$ cat src/rtl/mem_pkg.sv
// Shared types and helpers for the MEM-stage load/store front end.
package mem_pkg;

    typedef enum logic [2:0] {
        OP_LB  = 3'd0,
        OP_LH  = 3'd1,
        OP_LW  = 3'd2,
        OP_LBU = 3'd3,
        OP_LHU = 3'd4,
        OP_SB  = 3'd5,
        OP_SH  = 3'd6,
        OP_SW  = 3'd7
    } mem_op_t;

    typedef enum logic [1:0] {
        StIdle   = 2'd0,
        StAccess = 2'd1,
        StResp   = 2'd2
    } state_e;

    function automatic logic is_store(mem_op_t op);
        return (op == OP_SB) || (op == OP_SH) || (op == OP_SW);
    endfunction

    function automatic logic is_misaligned(mem_op_t op, logic [1:0] a);
        logic mis;
        mis = 1'b0;
        case (op)
            OP_LH, OP_LHU, OP_SH: mis = a[0];
            OP_LW, OP_SW:         mis = (a != 2'b00);
            default:              mis = 1'b0;
        endcase
        return mis;
    endfunction

endpackage

$ cat src/rtl/mem_lane_ctrl.sv
// Combinational lane steering: byte enables and write-lane replication on the way out,
// sign/zero extension of the right-justified RAM read data on the way back.
module mem_lane_ctrl
    import mem_pkg::*;
(
    input  mem_op_t     op_i,
    input  logic [1:0]  addr_lo_i,
    input  logic [31:0] wdata_i,
    output logic [3:0]  sel_o,
    output logic [31:0] lane_wdata_o,
    input  mem_op_t     rd_op_i,
    input  logic [31:0] rdata_raw_i,
    output logic [31:0] rdata_ext_o
);

    always_comb begin
        sel_o        = 4'b1111;
        lane_wdata_o = wdata_i;
        case (op_i)
            OP_LB, OP_LBU, OP_SB: begin
                sel_o        = 4'b0001 << addr_lo_i;
                lane_wdata_o = {4{wdata_i[7:0]}};
            end
            OP_LH, OP_LHU, OP_SH: begin
                sel_o        = addr_lo_i[1] ? 4'b1100 : 4'b0011;
                lane_wdata_o = {2{wdata_i[15:0]}};
            end
            default: begin
                sel_o        = 4'b1111;
                lane_wdata_o = wdata_i;
            end
        endcase
    end

    // RAM already right-justifies the selected lanes, so only extension is needed here.
    always_comb begin
        rdata_ext_o = 32'h0;
        case (rd_op_i)
            OP_LB:   rdata_ext_o = {{24{rdata_raw_i[7]}}, rdata_raw_i[7:0]};
            OP_LH:   rdata_ext_o = {{16{rdata_raw_i[15]}}, rdata_raw_i[15:0]};
            OP_LBU:  rdata_ext_o = {24'h0, rdata_raw_i[7:0]};
            OP_LHU:  rdata_ext_o = {16'h0, rdata_raw_i[15:0]};
            OP_LW:   rdata_ext_o = rdata_raw_i;
            default: rdata_ext_o = 32'h0;
        endcase
    end

endmodule

$ cat src/rtl/mem_access_unit.sv
// MEM-stage load/store front end: one registered RAM access per request, then a
// one-cycle response; misaligned requests bypass the RAM and return an error.
module mem_access_unit
    import mem_pkg::*;
#(
    parameter int unsigned RAM_AW = 10
) (
    input  logic              clk_i,
    input  logic              rst_i,
    input  logic              req_valid_i,
    output logic              req_ready_o,
    input  logic [2:0]        req_op_i,
    input  logic [31:0]       req_addr_i,
    input  logic [31:0]       req_wdata_i,
    output logic              resp_valid_o,
    output logic [31:0]       resp_rdata_o,
    output logic              resp_err_o,
    output logic              ram_rw_o,
    output logic [3:0]        ram_sel_o,
    output logic [RAM_AW-1:0] ram_addr_o,
    output logic [31:0]       ram_data_in_o,
    input  logic [31:0]       ram_data_out_i
);

    state_e              state_q;
    mem_op_t             op_q;
    logic                ram_rw_q;
    logic [3:0]          ram_sel_q;
    logic [RAM_AW-1:0]   ram_addr_q;
    logic [31:0]         ram_data_q;
    logic                resp_valid_q;
    logic                resp_err_q;
    logic [31:0]         resp_rdata_q;

    mem_op_t             req_op;
    logic [3:0]          lane_sel;
    logic [31:0]         lane_wdata;
    logic [31:0]         rdata_ext;
    logic                unused_addr_hi;

    assign req_op         = mem_op_t'(req_op_i);
    assign unused_addr_hi = ^req_addr_i[31:RAM_AW+2];

    mem_lane_ctrl u_lane_ctrl (
        .op_i         (req_op),
        .addr_lo_i    (req_addr_i[1:0]),
        .wdata_i      (req_wdata_i),
        .sel_o        (lane_sel),
        .lane_wdata_o (lane_wdata),
        .rd_op_i      (op_q),
        .rdata_raw_i  (ram_data_out_i),
        .rdata_ext_o  (rdata_ext)
    );

    always_ff @(posedge clk_i or posedge rst_i) begin
        if (rst_i) begin
            state_q      <= StIdle;
            op_q         <= OP_LB;
            ram_rw_q     <= 1'b0;
            ram_sel_q    <= 4'b0000;
            ram_addr_q   <= '0;
            ram_data_q   <= 32'h0;
            resp_valid_q <= 1'b0;
            resp_err_q   <= 1'b0;
            resp_rdata_q <= 32'h0;
        end else begin
            unique case (state_q)
                StIdle, StResp: begin
                    state_q      <= StIdle;
                    ram_rw_q     <= 1'b0;
                    ram_sel_q    <= 4'b0000;
                    resp_valid_q <= 1'b0;
                    resp_err_q   <= 1'b0;
                    resp_rdata_q <= 32'h0;
                    if (req_valid_i) begin
                        op_q <= req_op;
                        if (is_misaligned(req_op, req_addr_i[1:0])) begin
                            state_q      <= StResp;
                            resp_valid_q <= 1'b1;
                            resp_err_q   <= 1'b1;
                        end else begin
                            state_q    <= StAccess;
                            ram_rw_q   <= is_store(req_op);
                            ram_sel_q  <= lane_sel;
                            ram_addr_q <= req_addr_i[RAM_AW+1:2];
                            ram_data_q <= lane_wdata;
                        end
                    end
                end
                StAccess: begin
                    // RAM completed the access on the intervening negedge.
                    state_q      <= StResp;
                    ram_rw_q     <= 1'b0;
                    ram_sel_q    <= 4'b0000;
                    resp_valid_q <= 1'b1;
                    resp_err_q   <= 1'b0;
                    resp_rdata_q <= rdata_ext;
                end
                default: begin
                    state_q   <= StIdle;
                    ram_rw_q  <= 1'b0;
                    ram_sel_q <= 4'b0000;
                end
            endcase
        end
    end

    assign req_ready_o   = (state_q != StAccess);
    assign resp_valid_o  = resp_valid_q;
    assign resp_rdata_o  = resp_rdata_q;
    assign resp_err_o    = resp_err_q;
    assign ram_rw_o      = ram_rw_q;
    assign ram_sel_o     = ram_sel_q;
    assign ram_addr_o    = ram_addr_q;
    assign ram_data_in_o = ram_data_q;

endmodule

$ cat config.mk
export PLATFORM = sky130hd
export DESIGN_NAME = mem_access_unit
export DESIGN_NICKNAME = d
export VERILOG_FILES = /design/src/rtl/mem_pkg.sv /design/src/rtl/mem_lane_ctrl.sv /design/src/rtl/mem_access_unit.sv
export SDC_FILE = /design/constraint.sdc
export NUM_CORES = 1
export LEC_CHECK = 0
export ABC_AREA = 0
export CAP_MARGIN = 30
export CORE_MARGIN = 2
export CORE_UTILIZATION = 40
export CTS_CLUSTER_DIAMETER = 200
export DETAILED_ROUTE_END_ITERATION = 7
export PLACE_DENSITY_LB_ADDON = 0.12
export SYNTH_ARGS = -nofsm -noshare
export SYNTH_HDL_FRONTEND = slang
export SYNTH_HIERARCHICAL = 1
export SYNTH_SLANG_ARGS = --single-unit
$ cat constraint.sdc
create_clock -name clk_i -period 3.34 [get_ports clk_i]
set_input_delay 1.002 -clock clk_i [delete_from_list [all_inputs] [get_ports clk_i]]
set_output_delay 1.002 -clock clk_i [all_outputs]
set_load 0.01 [all_outputs]
Yosys cells after proc, flatten, opt, wreduce, memory -nomap -nowiden
Cells that the tools add are included.
- register bits after elaboration: 86
- latch bits: 0
- RAM bits: 0
- memory bits (read-only): 0
- output and inout port bits: 82
- word-level logic and storage cells: 59
- memories kept: 0
- add/sub/neg operators: 0
- $mul: 0
- divide/modulo/power cells: 0
- $lt $le $gt $ge: 0
- equal/unequal tests: 14
- shift-type cells: 1
- muxes and demuxes: 21
- bitwise gates (word level): 1
- reduce and logical (&&, ||, !) cells: 13
- operator list (cell ; number):
    $pmux 32 s5 ; 1
    $pmux 32 s2 ; 2
    $mux 4 ; 4
    $eq 3x3->1 const B ; 5
    $eq 3x2->1 const B ; 4
    $pmux 4 s2 ; 1
    $mux 1 ; 7
    $eq 3x1->1 const B ; 2
    $logic_not 3->1 ; 2
    $pmux 1 s2 ; 3
    $reduce_or 3->1 ; 2
    $mux 2 ; 2
    $pmux 2 s2 ; 1
    $reduce_bool 2->1 ; 2
    $reduce_or 2->1 ; 2
    $shl 1x2->4 const A ; 1
    $reduce_and 3->1 ; 1
    $eq 2x1->1 const B ; 1
    $eq 2x2->1 const B ; 1
    $logic_not 2->1 ; 1
    $logic_or 1x1->1 ; 2
    $ne 2x1->1 const B ; 1
    $reduce_and 2->1 ; 1
    $not 1->1 ; 1

Depth between registers and ports, before layout
- word-level depth: 8
- mapped depth: 8
- mapped depth without buffers: 5

Modules after synthesis
Netlist, hierarchy kept.
- by module, submodules not included (module ; instances ; cells each ; area each (sq um)):
    mem_access_unit ; 1 ; 239 ; 3495.9
    mem_lane_ctrl ; 1 ; 181 ; 1296.2

Least setup slack after synthesis
OpenSTA, ideal clock, no wires.
- kind: in2reg
- start point: input port req_op_i[2]
- end point: register ram_data_q[17] (netlist: ram_data_in_o[17])
- data arrival time: 2.261 ns
- required time: 3.215 ns
- path slack: 0.954 ns
- stages: 6
- path buffers: 2
- cells stage by stage: buf_6 > xor2_4 > or2_4 > buf_6 > mux2_4 > mux2_4
- RTL lines (item ; RTL line ; RTL):
    from (decl) ; mem_access_unit.sv:12 ; input logic [2:0] req_op_i,
    $eq 3x3->1 (tied with other cells) ; mem_lane_ctrl.sv:19 ; case (op_i)
    $reduce_or 3->1 ; mem_lane_ctrl.sv:19 ;
    $pmux 32 s2 (*) ; mem_lane_ctrl.sv:19 ;
    named net lane_wdata[17] ; mem_access_unit.sv:37 ; logic [31:0] lane_wdata;
    to (signal assigned) ; mem_access_unit.sv:86 ; ram_data_q <= lane_wdata;
    to (decl) ; mem_access_unit.sv:30 ; logic [31:0] ram_data_q;
The timed path passes the listed nets; every way through them passes the cells marked *. The select of a mux whose other input is x is not followed.
A chain may end at the register's enable or synchronous reset.

Worst setup path after layout
- start point: input port req_op_i[1]
- end point: register ram_addr_q[9] (netlist: ram_addr_o[9])
- word-level cells in the longest chain between the ends: 7
- ends and longest elaborated chain (item ; RTL line ; RTL):
    $eq 3x3->1 (tied with other cells) ; mem_pkg.sv:28 ; case (op)
    $reduce_or 3->1 / $reduce_or 2->1 (equally long branches) ; mem_pkg.sv:28 ;
    $pmux 1 s2 (*) ; mem_pkg.sv:28 ;
    $mux 1 (*) ; mem_access_unit.sv:75 ; if (req_valid_i) begin
    $mux 1 (*) ; mem_access_unit.sv:67 ; unique case (state_q)
    $not 1->1 (no line) (*) ; -- ;
    $reduce_and 3->1 (no line) (*) ; -- ;
    to (signal assigned) ; mem_access_unit.sv:85 ; ram_addr_q <= req_addr_i[RAM_AW+1:2];
    to (decl) ; mem_access_unit.sv:29 ; logic [RAM_AW-1:0] ram_addr_q;
Every way passes the cells marked *; elsewhere a longest branch is shown, timed or not. The select of a mux whose other input is x is not followed.

==> metrics.md <==
| Metric | Value |
|---|---|
| Crit Path Class | input port to flip-flop |
| Mean post-synth cell area | between 10 and 15 um^2 |
| LEAKAGE | 3.01 nW |
| Area after DPL | 6570 um^2 |
| Antenna Cells | 0 |
| DR vias/cell | 5.10 |
| Num CTS Buffers | 9 |
| Nets | about 680 |
| Post-DP HPWL | approximately 8400 um |
| Worst slew pin tran | about 0.75 ns |
| Syn_nets | ~520 |
| CP endpoint kind | flip-flop |
| Crit Path Max Fanout | 9 |
| Largest net degree at the start of global routing | 45 |
| Commonest non-fill, non-tap cell in the layout | clkdlybuf4s50_1 |
| Mapped Cells | 420 |
| Starting Density | about two fifths |
| DRC viols | 0 |
| Register area share after synthesis | between 40 and 50% |
| Ys Warns | 6 |
| Die area | ~13000 um^2 |
| GP Congestion | 0.774 |
| Antenna violations before repair | 0 |
| Commonest non-fill, non-tap cells in the layout | 163 x clkdlybuf4s50_1, 85 x dfrtp_1, 41 x mux2i_1 |
| CTS Sinks | between 80 and 90 |
| CTS Buffer Depth | 2 |
| Cts hold-fix bufs | 0 |
| Via Count | roughly 3.7k |
| Congestion Overflow GR | 0 |
| Clock-pin slew on the worst setup and hold paths | around 0.060 ns |
| CTS resizes | 0 |
| Core area | between 10000 and 15000 um^2 |
| Synth async-reset ratio | 100% |
| Crit path time final | roughly 2.8 ns |
| Post-synth EDFFs | 0 |
| Most used DFF post-synth | dfrtp_1 |
| Initial DRC count | between 150 and 200 |
| Drt wl/cell | about 17 um |
| H-tree Lvls | 3 |
| Root Driver | clkbuf_16 |
| Period utilization | roughly 85% |
| Setup TNS | 0 ns |
| Synth Register Bits | 86 |
| Status | complete, no violations |
| Layout area overhead | 42.6% |
| HP Class | flip-flop to flip-flop |
| Max Cap Viol | 0 |
| CTS tree | yes |
| Critical path data arrival time | between 3 and 4 ns |
| Port-buffer cells | around 160 |
| Setup bufs post-CTS | 0 |
| Data required time of the worst path | ~3.6 ns |
| Post-Route WL | 11900 um |
| Final Hold Viols | 0 |
| Max-slew headroom | slightly below 50% |
| # rows | 39 |
| DRT antenna net count | 0 |
| Max Slew Vio Count | 0 |
| Final instance area | a little under 7000 um^2 |
| Chip width | roughly 110 um |
| Final setup violation count | 0 |
| Power Dens Cells | 507 nW/um^2 |
| Area of the mapped netlist | ~4800 um^2 |
| Die Span Y | 113 um |
| Synth area leaders | dfrtp_1 45%, mux2_4 9.7%, mux2i_1 8.6% |
| CP startpoint kind | input port |
| Unrepaired setup endpoints after global routing | no |
| Clock Skews | approximately 0.0061 ns |
| Vias in the first global route | roughly 3.8k |
| Worst skew pair latency | 0.34 ns |
| Top-area cell type share of the netlist area | between 40% and 50% |
| Pre-Repair DR Iteration Count | 4 |
| First-pass GRT wire length | 19600 um |
| Layout cells sized above 1 | 18.0% |
| Max Clock Freq | 351 MHz |
| GRT Total Usage | approximately a fifth |
| Peak supply drop | ~0.3 mV |
| Leading area contributor after synthesis | dfrtp_1 |
| Netlist cell types | 37 |
| I/O Pins | around 180 |
## per-stage QoR
step                utilization (%)  std cells  hold WS, ns  power (mW)  worst slack [ns]
global placement               56.7        705        0.478        2.55             0.206
global route                   59.1        722        0.519        3.66             0.408
detailed placement             56.8        706        0.488        2.57             0.161
finish                         59.1        722        0.496        3.47             0.492
CTS                            59.1        722        0.501        3.51             0.502
floorplan                         -        420        0.440        1.99             0.116
## cells in the mapped netlist (2+ instances only)
library cell and count:
mux2_4 31, a221o_1 8, and2_1 8, nand2_1 36
inv_1 6, o21ai_0 3, a22oi_1 8, buf_4 9
nand3_1 4, nand3b_1 10, clkbuf_1 12, nor2_1 11
a21o_1 17, buf_6 6, mux2_2 35, a21oi_1 18
nor2b_1 38, a31oi_1 2, nor3b_1 2, nand2b_1 5
buf_2 10, mux2i_1 41, dfrtp_1 86
## routing by layer
| metal | up-vias | share of wire [%] | track usage, % |
|---|---|---|---|
| li1 | 1760 | - | - |
| met3 | 12 | 6.9 | 4.99 |
| met4 | 0 | 1.4 | 6.34 |
| met5 | - | 0 | 0 |
| met1 | 1797 | 44 | 24.3 |
| met2 | 115 | 48 | 31.5 |
## path summary, 6_finish.rpt
kind	endpoint	cells after the start	from	slack [ns]
setup / recovery	ram_addr_o[9]	6	req_op_i[1]	0.49
hold / removal	state_q[1]	2	state_q[0]	0.50
setup reg to reg	resp_rdata_o[27]	4	op_q[0]	1.34
hold reg to reg	state_q[1]	2	state_q[0]	0.50
max in group asynchronous	ram_addr_o[7]	3	rst_i	1.70
min in group asynchronous	resp_rdata_o[23]	2	rst_i	1.01
## logic make-up after synthesis
kind of cell / share of synthesized area, %
and+or+nand+nor: 13.5
muxes: 26.5
DFF: 44.9
AOI/OAI and AO/OA: 8.77
buffers and inverters: 5.35
xor gates and xnor gates: 0.940
## layout make-up
type / instances / area [um^2]
fill: 1008 / 4730
multi-input combinational: 290 / 2390
sequential: 86 / 2150
timing repair buffer: 181 / 1810
clock buffer: 13 / 250
tap: 143 / 179
inverter: 6 / 23.8
clock inverter: 3 / 20.0
## registers in the layout (all words and copies together) (netlist names), 2 cells and up
signal / cells
resp_rdata_o: 32
ram_data_in_o: 32
ram_sel_o: 4
ram_addr_o: 10
state_q: 2
op_q: 3
## report_power, final
group / switching [mW] / internal, mW
registers: 0.113 / 1.22
clock network: 0.402 / 0.524
logic: 0.477 / 0.736
## worst max-delay path, stage by stage
cell             delay, ns
clkdlybuf4s50_1       0.67
xnor2_1               0.17
o22ai_1               0.15
o21ai_4               0.46
buf_4                 0.26
mux2_2                0.34
Note: power is estimated with default switching activity, not from simulation.
==> variant (config.mk and constraints unchanged) <==
Put one more register stage on the output `resp_err_o`, without a reset. The value now appears one clock later. The other outputs are not delayed to match.
--- a/src/rtl/mem_access_unit.sv
+++ b/src/rtl/mem_access_unit.sv
@@ -108,7 +108,9 @@
     assign req_ready_o   = (state_q != StAccess);
     assign resp_valid_o  = resp_valid_q;
     assign resp_rdata_o  = resp_rdata_q;
-    assign resp_err_o    = resp_err_q;
+    always_ff @(posedge clk_i) begin
+        resp_err_o <= resp_err_q;
+    end
     assign ram_rw_o      = ram_rw_q;
     assign ram_sel_o     = ram_sel_q;
     assign ram_addr_o    = ram_addr_q;
Formal check against the unedited RTL: not equivalent (Yosys sat finds a counterexample within 4 cycles, from zero or initial values and one cycle with rst_i high).
==> variant against the original RTL <==
Worst setup slack better by 78 ps; critical path depth unchanged; largest power group unchanged; routed wire length down 2.5%; critical path type unchanged; via count down 1.3%; sequential cell count up 1; total power up 2.3%; final area down 0.35%; synthesized area up 0.42%; critical endpoint is now ram_data_in_o[9].
==> variant: results (changes against the original RTL) <==
* Largest net degree at the start of global routing at 51 (+13%)
* Avg Cell Area, Syn at 11.43 sq um (+0.18%)
* Max IR drop VDD at 222.6 uV (-27%)
* Pleak at 0.002992 uW (-0.63%)
* Post-synth cell types at 38 (+2.7%)
* First-pass GRT wire length at 19.24 mm (-1.8%)
* Vias at 3,637 (-1.3%)
* Fillcell total at 1,020 (+1.2%)
* CP peak stage delay at 570 ps (-100 ps)
* Starting DRT DRC Count at 239 (+51%)
* FFs w/ async S/R, synth at 98.85% (-1.1 points)
* Status: completed
* Syn_nets at 523 (+0.19%)
* Dpl hpwl at 8.053 mm (-4.2%)
* Final wirelength at 11.63 mm (-2.5%)
* Synth area leaders: dfrtp_1 (45%), mux2_4 (9.7%), mux2i_1 (8.5%)
* Worst EP arrival at 2990 ps (-80 ps)
* Count of nets after finishing at 670 (-0.89%)
* Final Wtd Congestion at 0.7704 (-0.50%)
* Layout cells sized above 1 at 17.45% (-0.51 points)
* Vias in the first global route at 3,654 (-4.3%)
* Internal power at 2532 uW (+2.3%)
* Drt wl/cell at 16.15 um (-2.3%)
* Xor/xnor share of the synthesized area at 0.9360% (-0.0039 points)
* Critical-path maximum fanout at 8 (-1)
* Setup WS pre-CTS at 234.1 ps (+73.59 ps)
* Placed Cells incl. Taps at 704 (-0.28%)
* Mux cell area share after synthesis at 26.39% (-0.11 points)
* Initial antenna violation count at 0 (unchanged)
* Max_slew headroom at 49.65% (+0.21 points)
* Placed Instance Area at 6514 sq um (-0.78%)
* Synth Area in Compound Gates at 8.736% (-0.036 points)
* HP Class: register to register
==> variant: changes by cell type after synthesis <==
cell     unedited run  this run
dfxtp_1             0         1
==> variant: final cells by class <==
cell class | instances | area, sq um | share of cell area, %
clock inverter | 7 | 72.57 | 1.065
clock buffer | 9 | 225.2 | 3.306
multi-input combinational | 290 | 2395 | 35.16
inverter | 6 | 25.02 | 0.3674
tap | 147 | 183.9 | 2.700
sequential | 87 | 2173 | 31.91
timing repair buffer | 174 | 1737 | 25.50
==> variant: power by group through the flow <==
stage	sequential [uW]	clock (uW)	combinational, uW
detailed placement	1360	0	1200
CTS	1350	1050	1200
floorplan	1410	0	594
global placement	1360	0	1180
finish	1350	1010	1190
global route	1370	1090	1280
==> variant: path summary, 6_finish.rpt <==
kind | from | to | slack [ps] | cells past startpoint
max in group asynchronous | rst_i | state_q[1] | 1630 | 3
worst max register to register | op_q[0] | resp_rdata_o[23] | 1350 | 4
min in group asynchronous | rst_i | ram_addr_o[1] | 1060 | 2
worst min register to register | resp_err_q | resp_err_o | 380 | 0
worst max-delay path | req_op_i[0] | ram_data_in_o[9] | 570 | 6
worst min-delay path | resp_err_q | resp_err_o | 380 | 0
==> variant: metal layers <==
metal  up-vias  wire length [um]  GRT usage, %
li1       1756                 -             -
met1      1751              5246         25.35
met2       117              5456         29.74
met3        13               755         4.782
met4         0               167         6.423
met5         -                 0             0
==> variant: worst register-to-register path: cells and delay by family (launching register included) <==
| family | cells | cell delay, ps |
|---|---|---|
| compound gates | 1 | 340 |
| flops | 1 | 790 |
| mux | 1 | 90 |
| simple gates | 2 | 700 |
